File: src/rtl/config_loader_pkg.sv
// Shared definitions for the serial configuration loader.
//   NWORDS / WORDW / SYNC : frame geometry and sync byte defaults
//   word-index constants  : first slot of each configuration region
//   state_t               : loader FSM states
package config_loader_pkg;

  localparam int         NWORDS = 15;
  localparam int         WORDW  = 32;
  localparam logic [7:0] SYNC   = 8'hA5;

  // Word slots within a frame: LUT words, mux-control words, switch-box words.
  localparam logic [3:0] ADD0 = 4'd0;
  localparam logic [3:0] ADD1 = 4'd2;
  localparam logic [3:0] ADDC = 4'd4;
  localparam logic [3:0] MUX  = 4'd6;
  localparam logic [3:0] MUXS = 4'd8;
  localparam logic [3:0] REGC = 4'd10;
  localparam logic [3:0] SB0  = 4'd12;
  localparam logic [3:0] SB12 = 4'd13;
  localparam logic [3:0] SB3  = 4'd14;

  typedef enum logic [2:0] {
    S_IDLE,
    S_SYNC,
    S_LOAD,
    S_CHECK,
    S_DONE,
    S_ERR
  } state_t;

endpackage

File: src/rtl/cfg_shifter.sv
// Serial-in, MSB-first shift register with a 5-bit bit counter.
//   clock, reset_n : clock / async active-low reset
//   clear          : zero register and counter (has priority over shift_en)
//   shift_en       : accept bit_in this cycle
//   bit_in         : serial data
//   word           : current register contents
//   word_next      : contents after shifting bit_in in
//   word_done      : combinational; this accepted bit completes a word
module cfg_shifter #(
  parameter int WORDW = 32
) (
  input  logic             clock,
  input  logic             reset_n,
  input  logic             clear,
  input  logic             shift_en,
  input  logic             bit_in,
  output logic [WORDW-1:0] word,
  output logic [WORDW-1:0] word_next,
  output logic             word_done
);

  logic [4:0] bitcnt;

  always_comb begin
    word_next = {word[WORDW-2:0], bit_in};
    word_done = shift_en && (bitcnt == 5'(WORDW-1));
  end

  always_ff @(posedge clock or negedge reset_n) begin
    if (!reset_n) begin
      word   <= '0;
      bitcnt <= '0;
    end else if (clear) begin
      word   <= '0;
      bitcnt <= '0;
    end else if (shift_en) begin
      word   <= word_next;
      bitcnt <= bitcnt + 5'd1;
    end
  end

endmodule

File: src/rtl/config_loader.sv
// Serial configuration frame loader: sync byte, NWORDS words, XOR checksum.
//   clock, reset_n       : clock / async active-low reset
//   cfg_start            : begin/restart a frame (wins over a same-cycle bit)
//   cfg_bit, cfg_valid   : serial data, accepted when cfg_valid && cfg_ready
//   cfg_ready            : high in SYNC and LOAD
//   wr_en/wr_addr/wr_data: one-cycle word write into the fabric
//   cfg_mode             : fabric held in configuration (low only in DONE)
//   done / error         : frame loaded OK / checksum mismatch
module config_loader #(
  parameter int         NWORDS = config_loader_pkg::NWORDS,
  parameter int         WORDW  = config_loader_pkg::WORDW,
  parameter logic [7:0] SYNC   = config_loader_pkg::SYNC
) (
  input  logic             clock,
  input  logic             reset_n,
  input  logic             cfg_start,
  input  logic             cfg_bit,
  input  logic             cfg_valid,
  output logic             cfg_ready,
  output logic             wr_en,
  output logic [3:0]       wr_addr,
  output logic [WORDW-1:0] wr_data,
  output logic             cfg_mode,
  output logic             done,
  output logic             error
);

  import config_loader_pkg::*;

  state_t           state_q, state_d;
  logic [WORDW-1:0] sh_word, sh_next;
  logic             sh_done;
  logic             accept, sync_hit, shift_clear, load_word, last_word;
  logic [3:0]       wcnt;
  logic [WORDW-1:0] acc;

  always_comb begin
    accept      = cfg_ready && cfg_valid && !cfg_start;
    // Sync match looks at the window including the bit being accepted, so
    // LOAD starts on the very next cycle with a cleared shifter.
    sync_hit    = (state_q == S_SYNC) && accept && (sh_next[7:0] == SYNC);
    shift_clear = cfg_start || sync_hit;
    load_word   = (state_q == S_LOAD) && sh_done;
    last_word   = (wcnt == 4'(NWORDS));
  end

  cfg_shifter #(.WORDW(WORDW)) u_shifter (
    .clock     (clock),
    .reset_n   (reset_n),
    .clear     (shift_clear),
    .shift_en  (accept),
    .bit_in    (cfg_bit),
    .word      (sh_word),
    .word_next (sh_next),
    .word_done (sh_done)
  );

  always_ff @(posedge clock or negedge reset_n) begin
    if (!reset_n) state_q <= S_IDLE;
    else          state_q <= state_d;
  end

  always_comb begin
    state_d = state_q;
    if (cfg_start) begin
      state_d = S_SYNC;
    end else begin
      unique case (state_q)
        S_SYNC:  if (sync_hit) state_d = S_LOAD;
        S_LOAD:  if (load_word && last_word) state_d = S_CHECK;
        // Shifter is stalled (not ready) in CHECK, so it still holds the checksum.
        S_CHECK: state_d = (sh_word == acc) ? S_DONE : S_ERR;
        default: state_d = state_q;
      endcase
    end
  end

  always_comb begin
    cfg_ready = (state_q == S_SYNC) || (state_q == S_LOAD);
    cfg_mode  = (state_q != S_DONE);
    done      = (state_q == S_DONE);
    error     = (state_q == S_ERR);
  end

  always_ff @(posedge clock or negedge reset_n) begin
    if (!reset_n) begin
      wr_en   <= 1'b0;
      wr_addr <= '0;
      wr_data <= '0;
      wcnt    <= '0;
      acc     <= '0;
    end else begin
      wr_en <= 1'b0;
      if (cfg_start) begin
        wcnt <= '0;
        acc  <= '0;
      end else if (load_word && !last_word) begin
        wr_en   <= 1'b1;
        wr_addr <= wcnt;
        wr_data <= sh_next;
        acc     <= acc ^ sh_next;
        wcnt    <= wcnt + 4'd1;
      end
    end
  end

endmodule

File: config.mk
export PLATFORM = sky130hd
export DESIGN_NAME = config_loader
export DESIGN_NICKNAME = d
export VERILOG_FILES = /design/src/rtl/config_loader_pkg.sv /design/src/rtl/cfg_shifter.sv /design/src/rtl/config_loader.sv
export SDC_FILE = /design/constraint.sdc
export NUM_CORES = 1
export LEC_CHECK = 0
export ABC_CLOCK_PERIOD_IN_PS = 3400
export BUFFER_PORTS_ARGS = -buffer_cell sky130_fd_sc_hd__clkbuf_2
export CORE_MARGIN = 5
export CORE_UTILIZATION = 60
export CTS_CLUSTER_SIZE = 30
export DETAILED_ROUTE_END_ITERATION = 12
export HOLD_SLACK_MARGIN = 0.02
export MAX_ROUTING_LAYER = met4
export PLACE_DENSITY_LB_ADDON = 0.08
export SETUP_SLACK_MARGIN = 0.5
export SLEW_MARGIN = 25
export SYNTH_ARGS = -nofsm -noshare
export SYNTH_HDL_FRONTEND = slang
export SYNTH_HIERARCHICAL = 1
export SYNTH_SLANG_ARGS = --single-unit
export TNS_END_PERCENT = 5
File: constraint.sdc
create_clock -name clock -period 3.4 [get_ports clock]
set_input_delay 1.02 -clock clock [delete_from_list [all_inputs] [get_ports clock]]
set_output_delay 1.02 -clock clock [all_outputs]
set_load 0.05 [all_outputs]
# ---- Word level (Yosys, flattened, before mapping)
# Cells that the tools add are included.
dict set report word_totals {
  reg_bits 113
  output_inout_bits 41
}
dict set report classes {
  n_reduce_logical 17
  eq_ne 12
  n_mux 15
  bitwise 2
  n_addsub 2
}
# operator count
set op_table {}
lappend op_table {{2-to-1 mux 32 bit} 4}
lappend op_table {{equality test 32 bit} 1}
lappend op_table {{bitwise XOR 32 bit} 1}
lappend op_table {{2-to-1 mux 5 bit} 2}
lappend op_table {{2-to-1 mux 3 bit} 3}
lappend op_table {{inequality test 3 bit, second input constant} 3}
lappend op_table {{one-hot mux 3 bit (3 select lines)} 1}
lappend op_table {{equality test 8 bit, second input constant} 1}
lappend op_table {{logical AND 1 bit} 8}
lappend op_table {{2-to-1 mux 4 bit} 2}
lappend op_table {{equality test 3 x 2 -> 1 bit, second input constant} 2}
lappend op_table {{equality test 3 bit, second input constant} 2}
lappend op_table {{adder 5 x 1 -> 5 bit, second input constant} 1}
lappend op_table {{equality test 5 bit, second input constant} 1}
lappend op_table {{adder 4 x 1 -> 4 bit, second input constant} 1}
lappend op_table {{equality test 4 bit, second input constant} 1}
lappend op_table {{nonzero test 2 bit} 2}
lappend op_table {{nonzero test 4 bit} 1}
lappend op_table {{equality test 3 x 1 -> 1 bit, second input constant} 1}
lappend op_table {{2-to-1 mux 1 bit} 3}
lappend op_table {{AND reduction 3 bit} 1}
lappend op_table {{zero test 1 bit} 2}
lappend op_table {{logical OR 1 bit} 2}
lappend op_table {{AND reduction 2 bit} 1}
lappend op_table {{inverter 1 bit} 1}

# ---- Longest topological paths before layout
dict set report depth {
  word_depth 10
  depth_mapped 13
}

# ---- Hierarchy
# Netlist, hierarchy kept.
# module instances cells_per_inst seq_area_each_um2 area_each_um2
set modules_own_cells {}
lappend modules_own_cells {config_loader 1 303 1901.8 3661.0}
lappend modules_own_cells {cfg_shifter 1 158 925.9 1811.7}

# ---- Worst setup path after synthesis
# OpenSTA, ideal clock, no wires.
dict set report synth_path {
  kind {register -> register}
  start {register state_q[1]}
  end {register wr_addr[3]}
  path_stages_with_launch 14
  period_less_slack_ns 3.208
  path_slack_ns 0.192
  arrival_time_ns 3.083
  n_path_buf 6
  cell_sequence {dfrtp_1 -> buf_4 -> xnor2_1 -> nor2_1 -> and3_1 -> buf_6 -> buf_12 -> and2_1 -> and4bb_1 -> buf_6 -> and2_4 -> buf_6 -> buf_12 -> mux2_4}
}
dict set report synth_between {
  elab_chain_len 8
}
# element line_no
set synth_rtl {}
lappend synth_rtl {{start, declared} config_loader.sv:30} ;# state_t state_q, state_d;
lappend synth_rtl {{start signal, assigned} config_loader.sv:60} ;# else state_q <= state_d;
lappend synth_rtl {{equality test 3 x 1 -> 1 bit or equality test 3 x 2 -> 1 bit (tied branches)} config_loader.sv:79} ;# cfg_ready = (state_q == S_SYNC) || (state_q == S_LOAD);
lappend synth_rtl {{logical OR 1 bit (*)} config_loader.sv:79}
lappend synth_rtl {{net cfg_ready} config_loader.sv:19} ;# output logic cfg_ready,
lappend synth_rtl {{logical AND 1 bit (*) (2 in a row)} config_loader.sv:38} ;# accept = cfg_ready && cfg_valid && !cfg_start;
lappend synth_rtl {{net accept} config_loader.sv:33} ;# logic accept, sync_hit, shift_clear, load_word, last_word;
lappend synth_rtl {{logical AND 1 bit (*)} cfg_shifter.sv:26} ;# word_done = shift_en && (bitcnt == 5'(WORDW-1));
lappend synth_rtl {{net sh_done} config_loader.sv:32} ;# logic sh_done;
lappend synth_rtl {{logical AND 1 bit (*)} config_loader.sv:43} ;# load_word = (state_q == S_LOAD) && sh_done;
lappend synth_rtl {{logical AND 1 bit (*)} config_loader.sv:97} ;# end else if (load_word && !last_word) begin
lappend synth_rtl {{AND reduction 2 bit (no line) (*)} --}
lappend synth_rtl {{end signal, assigned} config_loader.sv:99} ;# wr_addr <= wcnt;
lappend synth_rtl {{end, declared} config_loader.sv:21} ;# output logic [3:0] wr_addr,
# Mark *: on every way through the listed nets, which the timed path passes. The rest lies on a longest branch.
# A chain may end at the register's enable or synchronous reset.

# ---- Final worst setup path
dict set report layout_path {
  start {register state_q[0]}
  end {output port error}
}
dict set report layout_between {
  elab_chain_len 1
}
# element line_no
set layout_rtl {}
lappend layout_rtl {{equality test 3 bit} config_loader.sv:82} ;# error = (state_q == S_ERR);
lappend layout_rtl {{end, declared} config_loader.sv:25} ;# output logic error
# Every way passes these cells.

==> flow_summary.toml <==
[floorplanning]
die_w_um = 105.5
start_util = 0.6215
rows = 34
io_pins = 46
fp.dieH_um = 105.5
core_um2 = 8806
die_area_um2 = 11130

[layout]
seq_area_um2 = 2828
multi_input_area_um2 = 2212
drive_gt1_frac = 0.2541
syn_to_final_growth_pct = 12.87
antenna_cells = 0
final_nets = 488
n_fill_cell = 664

[routing]
drt-wirelength-per-cell_um = 16.95
drcViolationCount = 0
routed_wl_mm = 10.17
drt-initial-drc-count = 120
vias = 3211
vias_per_cell = 5.352
first_pass_iters = 4
drtAntennaViolNets = 0

[cts]
cts_max_path_buffers = 2
clkSlewWorstSetupHoldPaths_ps = 50
cts_tree = "yes"
cts_inserted_buffers = 17
cts.sinks = 113
cts_setup_buffers = 0
root_buffer = "clkbuf_8"
holdBufCountCts = 0
clk_latency_ps = 510
htree_levels = 4
ctsResizeCount = 0

[power]
power.clock.fraction = 0.534
power.switching_uw = 876.5
ir_drop_uv = 497.8
seq_power_share = 0.370
switching_share = 0.2297
powerDensity_nw_per_um2 = 617.6
power_uw = 3815
p_comb_frac = 0.096
p_leak_uw = 0.003198
internal_power_uw = 2939

[placed_design]
gp_congestion = 0.7933
dpl.hpwl_mm = 6.170
port_buffers = 45

[setup_path]
cp_max_fo = 6
cp-start-kind = "flip-flop"
cp.required_ps = 2380
path_class = "flip-flop to output port"
cp.arrival_ps = 1640
cp-end-kind = "output port"

[global_route]
grt_max_degree = 53
grt_overflow = 0
grtUsageTotal = 0.2065
grt_first_pass_wirelength_mm = 17.59
first_global_vias = 3374
antenna_found_initial = 0

[timing]
max_slew_margin = 0.5456
setup_violations = 0
fin_setup_tns_ps = 0
worstMarginPinSlew_ps = 681.6
period_share = 0.7814
max_freq_mhz = 376.4
slew_violations = 0
fin_worst_skew_ps = 9.317
hold_viol = 0
hold_ws_ps = 508.2
rsz0062_at_grt = "false"
period_needed_ps = 2657

[synthesis]
syn_area_um2 = 5473
netlist_top_cells_area = "dfrtp_1 (52%), xor2_1 (10%), mux2_4 (8.0%)"
synth_flop_cell = "dfrtp_1"
yosysSeqAreaShare = 0.5167
yosys.area.top_type = "dfrtp_1"
async_flop_share = 1.000
ys_warn_count = 6
synth-edff-count = 0
synth_top_area_frac = 0.5167
avgSynthCellArea_um2 = 11.87
syn-num-nets = 469
ys_ff_latch = 113
syn-instance-count = 461
yosysUniqueCellTypes = 38

[flow_run]
max_cap_viol_count = 0

[outcome]
status = "finished, final reports clean"

[min_path]
hold_path.class = "flip-flop to flip-flop"
## power groups by stage
stage	Clock (µW)	Sequential (µW)	Combinational (µW)
final	2040	1410	367
after global routing	2140	1410	404
after CTS	2070	1410	373
after detailed placement	0	1430	370
after global placement	0	1430	367
after floorplan	0	1410	328
## flip-flops by register name (all words and copies together), names as in the netlist
register	cells
state_q	3
acc	32
wcnt	4
u_shifter/bitcnt	5
wr_addr	4
wr_en	1
wr_data	32
u_shifter/word	32
## layout by cell type (no fill, tap or decap), types with 2 or more instances in the layout
master	instances
dfrtp_1	113
nor2_1	75
xor2_1	65
clkbuf_2	44
nand2_1	35
mux2i_1	35
mux2_4	29
clkbuf_16	16
nor4_1	7
mux2_2	7
bufinv_16	7
buf_4	7
xnor2_1	4
inv_1	3
nor3_1	3
nand4_1	3
ha_1	3
clkbuf_8	3
clkinv_2	3
nand4b_1	2
and3_1	2
nand3_1	2
o31ai_1	2
a21oi_1	2
buf_12	2
## logic make-up (layout without fill, tap and decap cells)
kind of cell             Yosys count  count (layout)  synth area share
AND/OR/NAND/NOR                  138             138            0.1102
AO/OA/AOI/OAI                     10              10           0.01372
XOR/XNOR                          69              69            0.1104
flip-flops                       113             113            0.5167
multiplexers                      72              72            0.1600
buffers and inverters             56              87           0.08207
adder cells (fa/ha/maj)            3               3          0.006859
## worst paths after layout
kind	startpoint	cells past startpoint	endpoint	slack, ps
max in group asynchronous	reset_n	2	wr_addr[0]	2150
max	state_q[0]	3	error	740
min in group asynchronous	reset_n	1	wr_data[25]	540
max reg2reg	state_q[1]	8	wr_data[1]	950
min	wr_data[22]	1	wr_data[22]	510
min reg2reg	wr_data[22]	1	wr_data[22]	510
## synth_stat cells (2+ instances only)
cell type,number
dfrtp_1,113
nor2_1,76
xor2_1,65
mux2i_1,35
nand2_1,35
buf_4,34
mux2_4,29
mux2_2,7
nor4_1,7
buf_2,6
buf_12,5
clkbuf_1,4
xnor2_1,4
and3_1,3
buf_6,3
ha_1,3
inv_1,3
nand4_1,3
nor3_1,3
a21oi_1,2
nand3_1,2
nand4b_1,2
o31ai_1,2
## stage by stage
| step | area [µm²] | cells | setup WS [ps] | utilization |
|---|---|---|---|---|
| 2_1_floorplan | 5480 | 461 | 520.3 | - |
| 3_3_place_gp | 5499 | 569 | 596.2 | 0.6245 |
| 3_5_place_dp | 5499 | 569 | 525.4 | 0.6245 |
| 4_1_cts | 6177 | 600 | 731.7 | 0.7015 |
| 5_1_grt | 6177 | 600 | 649.9 | 0.7015 |
| 6_report | 6177 | 600 | 743.1 | 0.7015 |
## metal layers
metal | up-vias | wire length (µm) | GRT usage
li1 | 1527 | - | -
met1 | 1606 | 4918 | 0.2803
met2 | 71 | 4762 | 0.3065
met3 | 7 | 407 | 0.05929
met4 | 0 | 81 | 0.05550
met5 | - | 0 | -
## worst max-delay path: stages (launching register included)
cell,delay (ps)
dfrtp_1,460
inv_1,150
nor3b_1,210
clkbuf_2,300
## final cells by class
cell class | instances | area share
inverters | 3 | 0.001823
clock buffers | 20 | 0.07211
well taps | 108 | 0.02188
flip-flops and latches | 113 | 0.4578
repair buffers | 53 | 0.05064
multi-input cells | 292 | 0.3581
clock inverters | 11 | 0.03767
Power figures use the tool's default switching activity.
